<file path="config.mk">
export PLATFORM = sky130hd
export DESIGN_NAME = fd_edge_reg_bank
export DESIGN_NICKNAME = d
export VERILOG_FILES = /design/src/rtl/fd_edge_reg_bank.sv
export SDC_FILE = /design/constraint.sdc
export NUM_CORES = 1
export LEC_CHECK = 0
export CAP_MARGIN = 10
export CORE_UTILIZATION = 35
export DETAILED_ROUTE_END_ITERATION = 12
export PLACE_DENSITY = 0.76
export SYNTH_ARGS = -nofsm -noshare
export SYNTH_HDL_FRONTEND = slang
export SYNTH_SLANG_ARGS = --single-unit
</file>
<file path="constraint.sdc">
create_clock -name MasterClock -period 1.18 [get_ports MasterClock]
set_input_delay 0.177 -clock MasterClock [delete_from_list [all_inputs] [get_ports MasterClock]]
set_output_delay 0.177 -clock MasterClock [all_outputs]
set_load 0.02 [all_outputs]
</file>
<file path="src/rtl/fd_edge_reg_bank.sv">
// WIDTH-bit hold/load/shift register bank clocked by MasterClock.
// The slow cell clock is sampled and edge-detected and acts as a capture enable.
module fd_edge_reg_bank #(
    parameter int unsigned      WIDTH     = 8,
    parameter logic [WIDTH-1:0] RESET_VAL = {WIDTH{1'b1}},
    parameter bit               FALLING   = 1'b0
) (
    input  logic             MasterClock,
    input  logic             rL,
    input  logic             clk,
    input  logic [1:0]       mode,
    input  logic [WIDTH-1:0] d,
    input  logic             sin,
    output logic [WIDTH-1:0] q,
    output logic [WIDTH-1:0] qL,
    output logic             sout,
    output logic             strobe
);

    localparam logic [1:0] MODE_HOLD = 2'b00;
    localparam logic [1:0] MODE_LOAD = 2'b01;
    localparam logic [1:0] MODE_SHL  = 2'b10;
    localparam logic [1:0] MODE_SHR  = 2'b11;

    // Reset history equals the "already at the inactive-to-active level" state,
    // so releasing reset with clk at any level never looks like an edge.
    localparam logic [1:0] HIST_RST = FALLING ? 2'b00 : 2'b11;
    localparam logic [1:0] HIST_CAP = FALLING ? 2'b10 : 2'b01;

    logic [1:0]       hist_q,   hist_d;
    logic [WIDTH-1:0] data_q,   data_d;
    logic             strobe_q, strobe_d;
    logic             cap;
    logic [WIDTH-1:0] shl_val,  shr_val;

    generate
        if (WIDTH == 1) begin : g_w1
            assign shl_val = sin;
            assign shr_val = sin;
        end else begin : g_wn
            assign shl_val = {data_q[WIDTH-2:0], sin};
            assign shr_val = {sin, data_q[WIDTH-1:1]};
        end
    endgenerate

    assign cap = (hist_q == HIST_CAP);

    always_comb begin
        hist_d   = {hist_q[0], clk};
        data_d   = data_q;
        strobe_d = cap;
        if (cap) begin
            case (mode)
                MODE_HOLD: data_d = data_q;
                MODE_LOAD: data_d = d;
                MODE_SHL:  data_d = shl_val;
                MODE_SHR:  data_d = shr_val;
                default:   data_d = data_q;
            endcase
        end
    end

    always_ff @(posedge MasterClock or negedge rL) begin
        if (!rL) begin
            hist_q   <= HIST_RST;
            data_q   <= RESET_VAL;
            strobe_q <= 1'b0;
        end else begin
            hist_q   <= hist_d;
            data_q   <= data_d;
            strobe_q <= strobe_d;
        end
    end

    genvar gi;
    generate
        for (gi = 0; gi < int'(WIDTH); gi++) begin : g_inv
            assign qL[gi] = ~data_q[gi];
        end
    endgenerate

    assign q      = data_q;
    assign strobe = strobe_q;
    assign sout   = (mode == MODE_SHL) ? data_q[WIDTH-1] : data_q[0];

endmodule

</file>
==> flow_summary.json <==
{
  "status": "complete, but fails checks",
  "violations": "setup timing",
  "dpl.hpwl_mm": 1.32,
  "pin_count": 32,
  "cts_tree": "yes",
  "slowest_delay_ns": 0.56,
  "cap_viol_max_count": 0,
  "crit_family": "flip-flops",
  "final_nets": 145,
  "hold_ws_ns": 0.212,
  "place_area_sq_um": 1130,
  "synth_top_area_share_pct": 40.3,
  "synth.distinct_cells": 19,
  "startpoint_type": "register",
  "die_h_um": 45.2,
  "cp.required_ns": 1.00,
  "tns_ns": -0.465,
  "p_total_mw": 1.63,
  "synth.area.top_cells": "dfstp_2 40%, a21oi_1 11%, o32a_1 11%, inv_1 6.3%, nand2_1 5.2%",
  "design_area_sq_um": 1240,
  "grt-ovfl-total": 0,
  "yosys.area.top_type": "dfstp_2",
  "cpMaxStageDelayCell": "dfstp_2",
  "fillers": 140,
  "start_util_pct": 37.8,
  "cp_num_cells": 3,
  "crit_buf_inv": 2,
  "rsz0062_at_grt": "yes",
  "vias_per_cell": 4.88,
  "path_max_fanout": 2,
  "cts.sinks": 11,
  "die_x_um": 45.2,
  "final_common_cell": "buf_4",
  "r2r-start": "hist_q[0]$_DFF_PN1_",
  "grt_pass1_wl_mm": 3.02,
  "fin_skew_ns": 0.00386,
  "avgRoutedWirePerCell_um": 13.1,
  "ff2ff_setup_slack_ns": 0.01,
  "core_area_sq_um": 1730,
  "finalSetupViolations": 5,
  "synth_cells": 74,
  "worst_setup_path_end_kind": "output pin",
  "ys_ff_latch": 11,
  "htreeDepth": 1,
  "period_share_pct": 115,
  "grt_usage_pct": 20.7,
  "met2_usage_pct": 34.8,
  "yosysSeqAreaShare_pct": 44.1,
  "drt-pass1-iter-count": 4,
  "leakage_nw": 0.601,
  "syn_area_sq_um": 652,
  "hold_viol": 0,
  "drive_above_1_share_pct": 55.4,
  "drv_slew": 0,
  "power.density_nw_per_um2": 1310,
  "insertedDiodeCount": 0,
  "cts_root_buf": "clkbuf_4",
  "die-area_sq_um": 2040,
  "most-common-layout-cells": "23 x buf_4, 15 x buf_6, 12 x a21oi_1",
  "ys_warn_count": 0,
  "use_met3_pct": 2.80,
  "ant_nets": 0,
  "grt.met1_usage_pct": 26.5,
  "syn_to_final_growth_pct": 90.4,
  "crit_type": "register to output pin",
  "rows": 15,
  "clkTransAtPathRegs_ns": 0.07,
  "crit_chain": "inv_4 -> o31ai_4 -> buf_6",
  "vias": 756,
  "fmax_mhz": 739,
  "layout_setup_ws_ns": -0.174,
  "syn-num-nets": 88,
  "clk_latency_ns": 0.26,
  "irDropWorstVdd_uv": 694,
  "avgSynthCellArea_sq_um": 8.81,
  "tightestPinTransition_ns": 0.203,
  "worst_ep_arrival_time_ns": 1.18,
  "worst_r2r_path_depth": 3,
  "first_iter_violations": 22,
  "period_minus_slack_ns": 1.35,
  "finalWirelength_mm": 2.03,
  "min_path_type": "primary input to asynchronous set/reset pin",
  "antenna_found_initial": 0,
  "gp_congestion": 0.816,
  "r2r-end": "q[1]$_DFFE_PN1P_",
  "top_usage_layer": "met2",
  "max_slew_margin_pct": 86.5,
  "grt_max_degree": 13,
  "final_util_pct": 71.9,
  "drc": 0,
  "cts_made_buffers": 3,
  "io_buffer_count": 31,
  "grt_pass1_vias": 690,
  "clockBufferDepth": 2
}
area by class of cell:
cell class                 instances  area, sq um  area share (%)
tap                               25         31.3            2.52
clock buffer                       4         26.3            2.12
inverter                          11         46.3            3.73
sequential                        11          288            23.2
timing repair buffer              58          546            44.0
multi-input combinational         46          304            24.5
where the power goes:
part,switching (mW),total (mW),internal (mW)
logic,0.395,0.855,0.460
registers,0.0505,0.525,0.474
clock network,0.119,0.249,0.131
per-stage QoR:
step	setup WS, ns	cells
6_report	-0.174	155
4_1_cts	-0.181	155
3_3_place_gp	-0.691	148
5_1_grt	-0.206	155
2_1_floorplan	-0.0284	74
3_5_place_dp	-0.720	148
cells in the mapped netlist (all sizes together):
| library cell | count |
|---|---|
| a21oi | 14 |
| a2bb2oi | 1 |
| buf | 6 |
| dfrtp | 1 |
| dfstp | 10 |
| inv | 11 |
| mux2 | 1 |
| nand2 | 9 |
| nand2b | 1 |
| nand3 | 1 |
| nor2 | 9 |
| o211ai | 1 |
| o21ai | 1 |
| o31ai | 1 |
| o32a | 7 |
worst max-delay path by stage:
| stage | start | to | slack (ns) |
|---|---|---|---|
| after floorplan | q[7]$_DFFE_PN1P_ | sout | -0.03 |
| after detailed placement | mode[1] | sout | -0.72 |
| after global routing | q[7]$_DFFE_PN1P_ | sout | -0.21 |
| after global placement | mode[1] | sout | -0.69 |
| after CTS | q[7]$_DFFE_PN1P_ | sout | -0.18 |
| final | q[7]$_DFFE_PN1P_ | sout | -0.17 |
state kept, by name (all words and copies together) (netlist names):
name    count
q           8
hist_q      2
strobe      1
cells by family after synthesis:
| kind of cell | share of synthesized area (%) |
|---|---|
| AOI/OAI and AO/OA | 25.9 |
| DFF | 44.1 |
| and+or+nand+nor | 12.5 |
| muxes | 1.73 |
| buffers and inverters | 15.7 |
repair_timing:
item	CTS	global route
hold buffers	0	0
resized for setup	103	13
pin swaps	1	9
setup buffers	2	1
endpoints found under the setup margin	26	19
cloned	1	0
metal layers:
| metal | routed length, um | part of all wire (%) |
|---|---|---|
| met5 | 0 | 0 |
| met4 | 27 | 1.3 |
| met3 | 107 | 5.3 |
| met2 | 1070 | 53 |
| met1 | 821 | 41 |
(Power assumes the default switching activity.)
